### src/rtl/pipe_ctrl_pkg.sv
// Shared stage indices, sequencer states and stall/flush patterns for the core pipeline control.
// Pure definitions; no logic, latency or flow control of its own.
package pipe_ctrl_pkg;

  localparam int NUM_STG = 5;
  localparam int STG_PC  = 0;
  localparam int STG_IF  = 1;
  localparam int STG_ID  = 2;
  localparam int STG_EX  = 3;
  localparam int STG_MEM = 4;

  typedef enum logic [1:0] {
    S_RUN      = 2'd0,
    S_MEM_WAIT = 2'd1,
    S_DIV_WAIT = 2'd2
  } state_e;

  localparam logic [NUM_STG-1:0] STALL_NONE = 5'b00000;
  localparam logic [NUM_STG-1:0] STALL_ALL  = 5'b11111;
  localparam logic [NUM_STG-1:0] STALL_DIV  = 5'b01111;
  localparam logic [NUM_STG-1:0] STALL_LU   = 5'b00111;

  localparam logic [NUM_STG-1:0] FLUSH_NONE = 5'b00000;
  localparam logic [NUM_STG-1:0] FLUSH_ALL  = 5'b11111;
  localparam logic [NUM_STG-1:0] FLUSH_DIV  = 5'b10000;
  localparam logic [NUM_STG-1:0] FLUSH_JMP  = 5'b00110;
  localparam logic [NUM_STG-1:0] FLUSH_LU   = 5'b01000;

endpackage

### src/rtl/pipe_load_use_det.sv
// Load-use detector: flags an ID read of the register an EX-stage load is about to write.
// Purely combinational, zero latency; no flow control.
module pipe_load_use_det (
  input  logic [4:0] i_rs1,
  input  logic       i_rs1_re,
  input  logic [4:0] i_rs2,
  input  logic       i_rs2_re,
  input  logic [4:0] i_ex_rd,
  input  logic       i_ex_we,
  input  logic       i_ex_load,
  output logic       o_lu
);

  logic w_rs1_hit;
  logic w_rs2_hit;

  assign w_rs1_hit = i_rs1_re && (i_rs1 == i_ex_rd);
  assign w_rs2_hit = i_rs2_re && (i_rs2 == i_ex_rd);

  // x0 is hard-wired, so a load targeting it never creates a dependency
  assign o_lu = i_ex_load && i_ex_we && (i_ex_rd != 5'd0) && (w_rs1_hit || w_rs2_hit);

endmodule

### src/rtl/pipe_hazard_ctrl.sv
// Stall/flush sequencer: combinational stall/flush/redirect from registered state; state and counters update each cycle.
// Holds the pipeline through bus wait states and divides; bus watchdog raises a one-cycle error pulse.
module pipe_hazard_ctrl
  import pipe_ctrl_pkg::*;
#(
  parameter int MEM_TIMEOUT = 255,
  parameter int CNT_W       = 32
) (
  input  logic               clk,
  input  logic               rst,
  input  logic [4:0]         id_reg1_raddr_i,
  input  logic [4:0]         id_reg2_raddr_i,
  input  logic               id_reg1_RE_i,
  input  logic               id_reg2_RE_i,
  input  logic [4:0]         ex_reg_waddr_i,
  input  logic               ex_reg_we_i,
  input  logic               ex_mem_rd_i,
  input  logic               ex_jump_i,
  input  logic [31:0]        ex_jump_addr_i,
  input  logic               ex_div_start_i,
  input  logic               div_ready_i,
  input  logic               mem_req_i,
  input  logic               mem_ready_i,
  output logic [NUM_STG-1:0] ctrl_stall_o,
  output logic [NUM_STG-1:0] ctrl_flush_o,
  output logic               ctrl_jump_o,
  output logic [31:0]        ctrl_jump_addr_o,
  output logic               ctrl_bus_err_o,
  output logic [CNT_W-1:0]   ctrl_stall_cnt_o
);

  localparam int            TW        = $clog2(MEM_TIMEOUT);
  localparam logic [TW-1:0] TCNT_LAST = TW'(MEM_TIMEOUT - 1);

  state_e             r_state;
  logic [TW-1:0]      r_tcnt;
  logic [CNT_W-1:0]   r_cnt;

  state_e             w_nxt;
  logic [TW-1:0]      w_tcnt_nxt;
  logic [NUM_STG-1:0] w_stall;
  logic [NUM_STG-1:0] w_flush;
  logic               w_jump;
  logic               w_err;
  logic               w_run_eval;
  logic               w_lu;

  pipe_load_use_det u_lu (
    .i_rs1     (id_reg1_raddr_i),
    .i_rs1_re  (id_reg1_RE_i),
    .i_rs2     (id_reg2_raddr_i),
    .i_rs2_re  (id_reg2_RE_i),
    .i_ex_rd   (ex_reg_waddr_i),
    .i_ex_we   (ex_reg_we_i),
    .i_ex_load (ex_mem_rd_i),
    .o_lu      (w_lu)
  );

  always_comb begin
    w_nxt      = S_RUN;
    w_tcnt_nxt = r_tcnt;
    w_stall    = STALL_NONE;
    w_flush    = FLUSH_NONE;
    w_jump     = 1'b0;
    w_err      = 1'b0;
    w_run_eval = 1'b0;

    case (r_state)
      S_MEM_WAIT: begin
        if (mem_ready_i) begin
          w_run_eval = 1'b1;
        end else if (r_tcnt == TCNT_LAST) begin
          w_err   = 1'b1;
          w_flush = FLUSH_ALL;
        end else begin
          w_stall    = STALL_ALL;
          w_tcnt_nxt = r_tcnt + TW'(1);
          w_nxt      = S_MEM_WAIT;
        end
      end
      S_DIV_WAIT: begin
        if (!div_ready_i) begin
          w_stall = STALL_DIV;
          w_flush = FLUSH_DIV;
          w_nxt   = S_DIV_WAIT;
        end else begin
          // a jump frozen in EX behind the divide issues now, once
          w_jump = ex_jump_i;
        end
      end
      default: begin
        if (mem_req_i && !mem_ready_i) begin
          w_stall    = STALL_ALL;
          w_tcnt_nxt = '0;
          w_nxt      = S_MEM_WAIT;
        end else begin
          w_run_eval = 1'b1;
        end
      end
    endcase

    if (w_run_eval) begin
      if (ex_div_start_i) begin
        w_stall = STALL_DIV;
        w_flush = FLUSH_DIV;
        w_nxt   = S_DIV_WAIT;
      end else if (ex_jump_i) begin
        w_flush = FLUSH_JMP;
        w_jump  = 1'b1;
      end else if (w_lu) begin
        w_stall = STALL_LU;
        w_flush = FLUSH_LU;
      end
    end
  end

  assign ctrl_stall_o     = rst ? STALL_NONE : w_stall;
  assign ctrl_flush_o     = rst ? FLUSH_NONE : w_flush;
  assign ctrl_jump_o      = !rst && w_jump && !w_stall[STG_PC];
  assign ctrl_jump_addr_o = ctrl_jump_o ? ex_jump_addr_i : 32'd0;
  assign ctrl_bus_err_o   = !rst && w_err;
  assign ctrl_stall_cnt_o = rst ? '0 : r_cnt;

  always_ff @(posedge clk) begin
    if (rst) begin
      r_state <= S_RUN;
      r_tcnt  <= '0;
      r_cnt   <= '0;
    end else begin
      r_state <= w_nxt;
      r_tcnt  <= w_tcnt_nxt;
      if (w_stall[STG_PC] && (r_cnt != '1)) begin
        r_cnt <= r_cnt + CNT_W'(1);
      end
    end
  end

endmodule

### config.mk
export PLATFORM = sky130hd
export DESIGN_NAME = pipe_hazard_ctrl
export DESIGN_NICKNAME = d
export VERILOG_FILES = /design/src/rtl/pipe_ctrl_pkg.sv /design/src/rtl/pipe_load_use_det.sv /design/src/rtl/pipe_hazard_ctrl.sv
export SDC_FILE = /design/constraint.sdc
export NUM_CORES = 1
export LEC_CHECK = 0
export ABC_AREA = 1
export CAP_MARGIN = 10
export CORE_MARGIN = 10
export CORE_UTILIZATION = 45
export CTS_CLUSTER_SIZE = 25
export DETAILED_ROUTE_END_ITERATION = 6
export PLACE_DENSITY = 0.81
export SETUP_SLACK_MARGIN = 0.5
export SLEW_MARGIN = 0
export SYNTH_ARGS = -nofsm -noshare
export SYNTH_HDL_FRONTEND = slang
export SYNTH_SLANG_ARGS = --single-unit
### constraint.sdc
create_clock -name clk -period 2.69 [get_ports clk]
set_input_delay 0.807 -clock clk [delete_from_list [all_inputs] [get_ports clk]]
set_output_delay 0.807 -clock clk [all_outputs]
set_load 0.01 [all_outputs]
==> reports/summary.json, run 1 <==
{
  "type_of_the_worst_min_delay_path": "flip-flop to flip-flop",
  "design.core.area_um2": 7727,
  "area_delta_synth_final_pct": 85.94,
  "grt_usage": 0.2531,
  "layout.cells.most_common": "nand2_1",
  "antenna_violations_before_repair": 0,
  "cts_buffers": 5,
  "fp.dieArea_um2": 11940,
  "synthesis.yosys.warnings": 0,
  "detailed_place.area_um2": 5334,
  "yosysUniqueCellTypes": 33,
  "finalWorstSetupSlack_ps": -401.5,
  "critical_path.max_stage_delay_ps": 380,
  "setup.worst_path.class": "flip-flop to output port",
  "timing_max_transition_violations_final": 0,
  "cts_tree": "yes",
  "holdPathEnd": "r_cnt[31]",
  "grt_pass1_wl_um": 24620,
  "fmax_mhz": 323.5,
  "routed-via-count": 5511,
  "cp_cell_sequence": "inv_2 > ha_4 > o21ai_4 > o21ai_4 > inv_2 > o21ai_2 > nand3_2 > nor2_4 > inv_4 > buf_12 > buf_16 > nor2_4 > buf_6",
  "static_leakage_nw": 2.872,
  "worstHoldPathCells": 2,
  "syn_avg_cell_area_um2": 5.667,
  "vias_per_cell": 5.869,
  "timing.final.hold_violations": 0,
  "cp_data_required_time_ps": 1880,
  "route.detailed.drc": 20,
  "timing.hold.worst.start": "r_cnt[31]",
  "initial_utilization": 0.4642,
  "fin_crit_sh": 1.149,
  "power-per-cell-area_nw_per_um2": 336.9,
  "cts.hold.buffers_added": 0,
  "synth_nets": 696,
  "run_status": "complete, but fails checks",
  "vias_in_the_first_global_route": 4871,
  "failed_checks": "design-rule violations, negative setup slack",
  "design.portCount": 134,
  "num_rows": 32,
  "p_total_mw": 2.247,
  "reg2reg_setup_slack_ps": 10,
  "clock_tree.buffer_depth": 2,
  "finalInstanceArea_um2": 6670,
  "grt_max_degree": 35,
  "critical_path.reg2reg.endpoint": "r_cnt[7]",
  "worst_pin_slew_ps": 631.8,
  "vdd_ir_drop_max_mv": 0.3011,
  "relSlewSlack": 0.5759,
  "synthesized_netlist_cell_count": 633,
  "post-route-util": 0.8632,
  "rsz0062_at_grt": "yes",
  "startpoint_type": "flip-flop",
  "y_dimension_of_the_die_um": 109.3,
  "rr_worst_depth": 9,
  "finalWirelength_um": 19410,
  "max_cap_viol": 0,
  "detailedPlacementHpwl_um": 9871,
  "report.final.setup_viol": 41,
  "drtIter0Drc": 833,
  "global_route.overflow_total": 0,
  "antenna_cells": 0,
  "chipWidth_um": 109.3,
  "place_congestion": 0.9843,
  "fin_nets": 899,
  "drt-wirelength-per-cell_um": 20.67,
  "portBuffers": 133,
  "fraction_of_layout_cells_with_a_size_suffix_above_1": 0.3919,
  "synth_sequential_area_ratio": 0.2344,
  "crit_path_top_delay_cell": "dfxtp_4",
  "final.setup_skew_ps": 10.77,
  "worst_skew_pair.late_latency_ps": 310,
  "cts-htree-levels": 2,
  "detail_route.first_pass.iterations": 7,
  "cts_root_buf": "clkbuf_8",
  "most_frequent_cells_in_the_layout": "156 x nand2_1, 82 x inv_1, 80 x buf_6, 60 x nor2_4, 58 x nor2_1",
  "synth_seq_cells": 42,
  "maximum_net_fanout_on_the_critical_path": 8,
  "finalCriticalPeriod_ps": 3092,
  "netlist_area_um2": 3587,
  "detail-route-antenna-nets": 0,
  "totalNegativeSetupSlack_ps": -14090,
  "crit-reg2reg-launch": "r_cnt[11]",
  "crit_arrival_ps": 2280,
  "worst_setup_path_end_kind": "output port",
  "cts.reportedPaths.clkPinSlew_ps": 90,
  "cts.sinks": 42
}
==> layer usage <==
| metal | wire length (µm) | GRT usage |
|---|---|---|
| met1 | 6423 | 0.2982 |
| met2 | 8908 | 0.4332 |
| met3 | 2745 | 0.06903 |
| met4 | 1327 | 0.08643 |
| met5 | 0 | 0 |
==> metrics by stage <==
stage          hold WS [ps]  setup WS, ps  cells
5_1_grt               528.9        -465.2    939
4_1_cts               487.7        -336.9    923
3_5_place_dp          474.5         -1113    881
2_1_floorplan         452.2        -11.84    633
6_report              497.6        -401.5    939
3_3_place_gp          463.2         -1040    881
==> state kept, by name, summed over array words and instances (netlist names) <==
register,count
r_cnt,32
r_tcnt,8
r_state,2
==> synthesized netlist by cell type <==
library cell	n	area (µm²)
a22oi_1	1	7.510
buf_4	6	45.04
ha_1	5	62.56
buf_6	6	67.56
dfxtp_1	42	840.8
nand3_1	55	275.3
nor2_1	124	465.5
nor3_2	4	40.04
nor3_4	1	16.27
a21oi_2	1	8.760
inv_1	97	364.1
a211oi_1	1	7.510
nand3_2	2	20.02
nand3b_1	1	7.510
xor2_1	20	175.2
xnor2_1	1	8.760
o21ai_2	1	8.760
or2_2	1	6.260
nand4_1	8	50.05
nand2_1	168	630.6
nand4_4	1	21.27
o21ai_0	3	15.01
clkbuf_1	8	30.03
buf_1	3	11.26
nand2_4	2	22.52
nor3_1	12	60.06
nand2_2	2	12.51
nor3b_1	1	7.510
a21oi_1	40	200.2
nor2_2	2	12.51
nor2_4	4	45.04
inv_2	7	26.28
o21ai_1	3	15.01
==> kinds of logic (layout without fill, tap and decap cells) <==
group	count (synthesis)	in the layout	synth area share
compound gates	50	50	0.07325
xor+xnor	21	21	0.05127
fa+ha+maj	5	5	0.01744
buf+inv	127	331	0.1517
flops	42	42	0.2344
simple gates	388	388	0.4719
==> power breakdown <==
| part | switching, mW | internal, mW |
|---|---|---|
| sequential | 0.0203 | 0.639 |
| combinational | 0.565 | 0.487 |
| clock | 0.257 | 0.279 |
| total | 0.842 | 1.40 |
==> worst max-delay path, delay by kind of cell (launching register included) <==
kind / cells / cell delay, ps
compound gates: 3 / 290
fa+ha+maj: 1 / 290
buf+inv: 6 / 620
flops: 1 / 380
simple gates: 3 / 390
==> layout make-up <==
type	count	area, µm²
sequential	42	848.3
clock inverter	3	43.79
multi-input combinational	464	2835
tap	102	127.6
clock buffer	5	68.82
inverter	104	432.9
fill	378	1057
timing repair buffer	219	2313
==> worst max-delay path by stage <==
stage / depth (start not counted) / to / start
after floorplan: 10 / ctrl_jump_addr_o[10] / mem_ready_i
after global placement: 13 / ctrl_jump_addr_o[11] / mem_req_i
after detailed placement: 11 / ctrl_jump_addr_o[21] / mem_ready_i
after CTS: 16 / ctrl_jump_addr_o[0] / ex_reg_waddr_i[4]
after global routing: 13 / ctrl_jump_addr_o[25] / r_state[0]
final: 13 / ctrl_jump_addr_o[25] / r_state[0]
==> repair_timing <==
action                                  4_1_cts  5_1_grt
gates cloned                                  8        0
gates resized for setup                     513      116
buffers inserted                             26       16
pin swaps                                    58       43
endpoints found under the setup margin      111      108
No activity file was read; power rests on OpenSTA's default activity.
==> run 2: changes to the inputs <==
--- a/config.mk
+++ b/config.mk
@@ -7,11 +7,13 @@
 export LEC_CHECK = 0
 export ABC_AREA = 1
 export CAP_MARGIN = 10
+export CELL_PAD_IN_SITES_DETAIL_PLACEMENT = 0
+export CELL_PAD_IN_SITES_GLOBAL_PLACEMENT = 1
 export CORE_MARGIN = 10
-export CORE_UTILIZATION = 45
+export CORE_UTILIZATION = 29
 export CTS_CLUSTER_SIZE = 25
 export DETAILED_ROUTE_END_ITERATION = 6
-export PLACE_DENSITY = 0.81
+export PLACE_DENSITY_LB_ADDON = 0.1
 export SETUP_SLACK_MARGIN = 0.5
 export SLEW_MARGIN = 0
 export SYNTH_ARGS = -nofsm -noshare
==> reports/summary.json, run 2 (synthesized netlist as in run 1, its figures left out) <==
{
  "cp_data_required_time": {"value": 1880, "unit": "ps", "change": "about the same"},
  "portBuffers": {"value": 133, "change": "unchanged"},
  "multiInputGateArea": {"value": 2738, "unit": "µm²", "change": "was 2835 µm²"},
  "relSlewSlack": {"value": 0.6240, "change": "was 0.5759"},
  "cts_tree": {"value": "yes", "change": "unchanged"},
  "crit-reg2reg-launch": {"value": "r_state[1]", "change": "was r_cnt[11]"},
  "route.detailed.drc": {"value": 0, "change": "was 20"},
  "timing_max_transition_violations_final": {"value": 0, "change": "unchanged"},
  "vias_in_the_first_global_route": {"value": 4312, "change": "was 4,871"},
  "share_of_total_power_in_sequential_cells": {"value": 0.244, "change": "was 0.293"},
  "type_of_the_worst_min_delay_path": {"value": "flip-flop to flip-flop", "change": "unchanged"},
  "final.setup_skew": {"value": 10.91, "unit": "ps", "change": "was 10.77 ps"},
  "num_rows": {"value": 40, "change": "was 32"},
  "max_cap_viol": {"value": 0, "change": "unchanged"},
  "rr_worst_depth": {"value": 15, "change": "was 9"},
  "reg2reg_setup_slack": {"value": 590, "unit": "ps", "change": "was 10 ps"},
  "setup.worst_path.class": {"value": "input port to output port", "change": "was flip-flop to output port"},
  "cts.sinks": {"value": 42, "change": "unchanged"},
  "vias_per_cell": {"value": 4.671, "change": "was 5.869"},
  "intPower": {"value": 1.790, "unit": "mW", "change": "was 1.405 mW"},
  "largest_register_ffs": {"value": 32, "change": "unchanged"},
  "timing.final.hold_violations": {"value": 0, "change": "unchanged"},
  "met1_length": {"value": 7070, "unit": "µm", "change": "was 6423 µm"},
  "met2_length": {"value": 7263, "unit": "µm", "change": "was 8908 µm"},
  "chipWidth": {"value": 131.2, "unit": "µm", "change": "was 109.3 µm"},
  "place_ws": {"value": -1148, "unit": "ps", "change": "was -1113 ps"},
  "global_route.overflow_total": {"value": 0, "change": "unchanged"},
  "rsz0062_at_grt": {"value": "yes", "change": "unchanged"},
  "antenna_violations_before_repair": {"value": 0, "change": "unchanged"},
  "cts.reportedPaths.clkPinSlew": {"value": 60, "unit": "ps", "change": "was 90 ps"},
  "detailedPlacementHpwl": {"value": 10390, "unit": "µm", "change": "was 9871 µm"},
  "grt_usage": {"value": 0.1613, "change": "was 0.2531"},
  "fp.dieArea": {"value": 17220, "unit": "µm²", "change": "was 11,940 µm²"},
  "worst_setup_path_end_kind": {"value": "output port", "change": "unchanged"},
  "nFillCells": {"value": 1137, "change": "was 378"},
  "fraction_of_layout_cells_with_a_size_suffix_above_1": {"value": 0.4103, "change": "was 0.3919"},
  "clock_tree.buffer_depth": {"value": 2, "change": "unchanged"},
  "routed-via-count": {"value": 4769, "change": "was 5,511"},
  "critical_path.reg2reg.endpoint": {"value": "r_cnt[10]", "change": "was r_cnt[7]"},
  "antenna_cells": {"value": 0, "change": "unchanged"},
  "fmax": {"value": 326.8, "unit": "MHz", "change": "was 323.5 MHz"},
  "y_dimension_of_the_die": {"value": 131.2, "unit": "µm", "change": "was 109.3 µm"},
  "finalWorstSetupSlack": {"value": -370.4, "unit": "ps", "change": "was -401.5 ps"},
  "place_congestion": {"value": 0.9027, "change": "was 0.9843"},
  "power_switching": {"value": 904.6, "unit": "µW", "change": "was 842.2 µW"},
  "worst_skew_pair.late_latency": {"value": 290, "unit": "ps", "change": "was 310 ps"},
  "drtIter0Drc": {"value": 297, "change": "was 833"},
  "design.portCount": {"value": 134, "change": "unchanged"},
  "most_frequent_cells_in_the_layout": {"value": "153 x nand2_1, 83 x inv_1, 63 x buf_6, 56 x nor2_1, 53 x nand3_1", "change": "was 156 x nand2_1, 82 x inv_1, 80 x buf_6, 60 x nor2_4, 58 x nor2_1"},
  "failed_checks": {"value": "negative setup slack", "change": "was design-rule violations, negative setup slack"},
  "fin_nets": {"value": 916, "change": "was 899"},
  "maximum_net_fanout_on_the_critical_path": {"value": 9, "change": "was 8"},
  "maxUsedRoutingLayer": {"value": "met4", "change": "unchanged"},
  "cts_root_buf": {"value": "clkbuf_16", "change": "was clkbuf_8"},
  "grt_pass1_wl": {"value": 23320, "unit": "µm", "change": "was 24,620 µm"},
  "worstHoldPathCells": {"value": 2, "change": "unchanged"},
  "layout.cells.most_common": {"value": "nand2_1", "change": "unchanged"},
  "cts.hold.buffers_added": {"value": 0, "change": "unchanged"},
  "seq_area": {"value": 845.8, "unit": "µm²", "change": "was 848.3 µm²"},
  "finalCriticalPeriod": {"value": 3060, "unit": "ps", "change": "was 3092 ps"},
  "largestRegisters": {"value": "r_cnt: 32 flops, r_tcnt: 8 flops, r_state: 2 flops", "change": "unchanged"},
  "detail_route.first_pass.iterations": {"value": 5, "change": "was 7"},
  "holdPathEnd": {"value": "r_cnt[6]", "change": "was r_cnt[31]"},
  "swShare": {"value": 0.3357, "change": "was 0.3748"},
  "report.final.setup_viol": {"value": 43, "change": "was 41"},
  "initial_utilization": {"value": 0.2974, "change": "was 0.4642"},
  "wl_met3": {"value": 970, "unit": "µm", "change": "was 2745 µm"},
  "clkPwrFrac": {"value": 0.271, "change": "was 0.238"},
  "cts_buffers": {"value": 5, "change": "unchanged"},
  "worst_pin_slew": {"value": 560.3, "unit": "ps", "change": "was 631.8 ps"},
  "startpoint_type": {"value": "input port", "change": "was flip-flop"},
  "static_leakage": {"value": 2.977, "unit": "nW", "change": "was 2.872 nW"},
  "timing.hold.worst.start": {"value": "r_cnt[6]", "change": "was r_cnt[31]"},
  "fin_crit_sh": {"value": 1.138, "change": "was 1.149"},
  "design.core.area": {"value": 12060, "unit": "µm²", "change": "was 7727 µm²"},
  "detail-route-antenna-nets": {"value": 0, "change": "unchanged"},
  "run_status": {"value": "complete, but fails checks", "change": "unchanged"},
  "power.combinational.fraction": {"value": 0.485, "change": "was 0.468"},
  "crit_arrival": {"value": 2250, "unit": "ps", "change": "was 2280 ps"},
  "area_delta_synth_final": {"value": 90.34, "unit": "%", "change": "was 85.94%"},
  "holdWs": {"value": 490.0, "unit": "ps", "change": "was 497.6 ps"},
  "grt_max_degree": {"value": 34, "change": "was 35"},
  "regMostFlops": {"value": "r_cnt", "change": "unchanged"},
  "power-per-cell-area": {"value": 394.6, "unit": "nW/µm²", "change": "was 336.9 nW/µm²"},
  "drt-wirelength-per-cell": {"value": 15.17, "unit": "µm", "change": "was 20.67 µm"},
  "finalWirelength": {"value": 15490, "unit": "µm", "change": "was 19,410 µm"},
  "cts-htree-levels": {"value": 2, "change": "unchanged"},
  "vdd_ir_drop_max": {"value": 0.3149, "unit": "mV", "change": "was 0.3011 mV"}
}
[run 2: through the flow]
stage               TNS (ps)  total power [mW]  cells  area (µm²)  utilization
floorplan             -341.9             1.080    633        3734            -
finish                -12380             2.694   1021        6828       0.5661
detailed placement    -55510             1.404    947        5429       0.4501
CTS                   -10830             2.270    984        6096       0.5054
global placement      -53500             1.398    947        5429       0.4501
global route          -15370             2.781   1021        6828       0.5661
[run 2: how the worst max path moves through the flow]
stage / cells past startpoint / from / endpoint / slack [ps]
2_1_floorplan: 10 / mem_ready_i / ctrl_jump_addr_o[10] / -10
3_3_place_gp: 11 / mem_ready_i / ctrl_jump_addr_o[11] / -1080
3_5_place_dp: 11 / mem_ready_i / ctrl_jump_addr_o[0] / -1150
4_1_cts: 15 / ex_reg_waddr_i[4] / ctrl_jump_addr_o[31] / -390
5_1_grt: 14 / mem_req_i / ctrl_jump_addr_o[22] / -440
6_report: 14 / mem_req_i / ctrl_jump_addr_o[29] / -370
[run 2: worst max-delay path, cell delays in order]
cell and delay [ps]:
buf_6 90, inv_6 30, o21ai_4 150, o21ai_4 90
nand2_2 100, nand2_2 70, nor2_4 130, nand2_4 70
nor2_4 130, inv_4 80, buf_12 140, buf_4 130
nor2_2 70, buf_2 140
[run 2: power by group through the flow]
stage | sequential (mW) | combinational [mW] | clock, mW
global placement | 0.667 | 0.731 | 0
CTS | 0.655 | 0.888 | 0.727
detailed placement | 0.668 | 0.736 | 0
finish | 0.658 | 1.31 | 0.729
global route | 0.660 | 1.37 | 0.747
floorplan | 0.664 | 0.416 | 0
[run 2: final cells by class]
| class | count | share of cell area |
|---|---|---|
| well taps | 168 | 0.03079 |
| inverters | 104 | 0.06414 |
| flip-flops and latches | 42 | 0.1239 |
| multi-input cells | 464 | 0.4010 |
| clock buffers | 6 | 0.02034 |
| repair buffers | 236 | 0.3555 |
| clock inverters | 1 | 0.004398 |
[run 2: timing repair]
action | 4_1_cts | 5_1_grt
gates cloned | 7 | 5
buffers inserted | 23 | 32
endpoints found under the setup margin | 111 | 109
pin swaps | 56 | 36
resized for setup | 510 | 83
[run 2: metal layers]
metal | track usage | vias to the layer above
li1 | - | 2389
met1 | 0.2125 | 2179
met2 | 0.2643 | 187
met3 | 0.03544 | 14
met4 | 0.02938 | 0
met5 | 0 | -
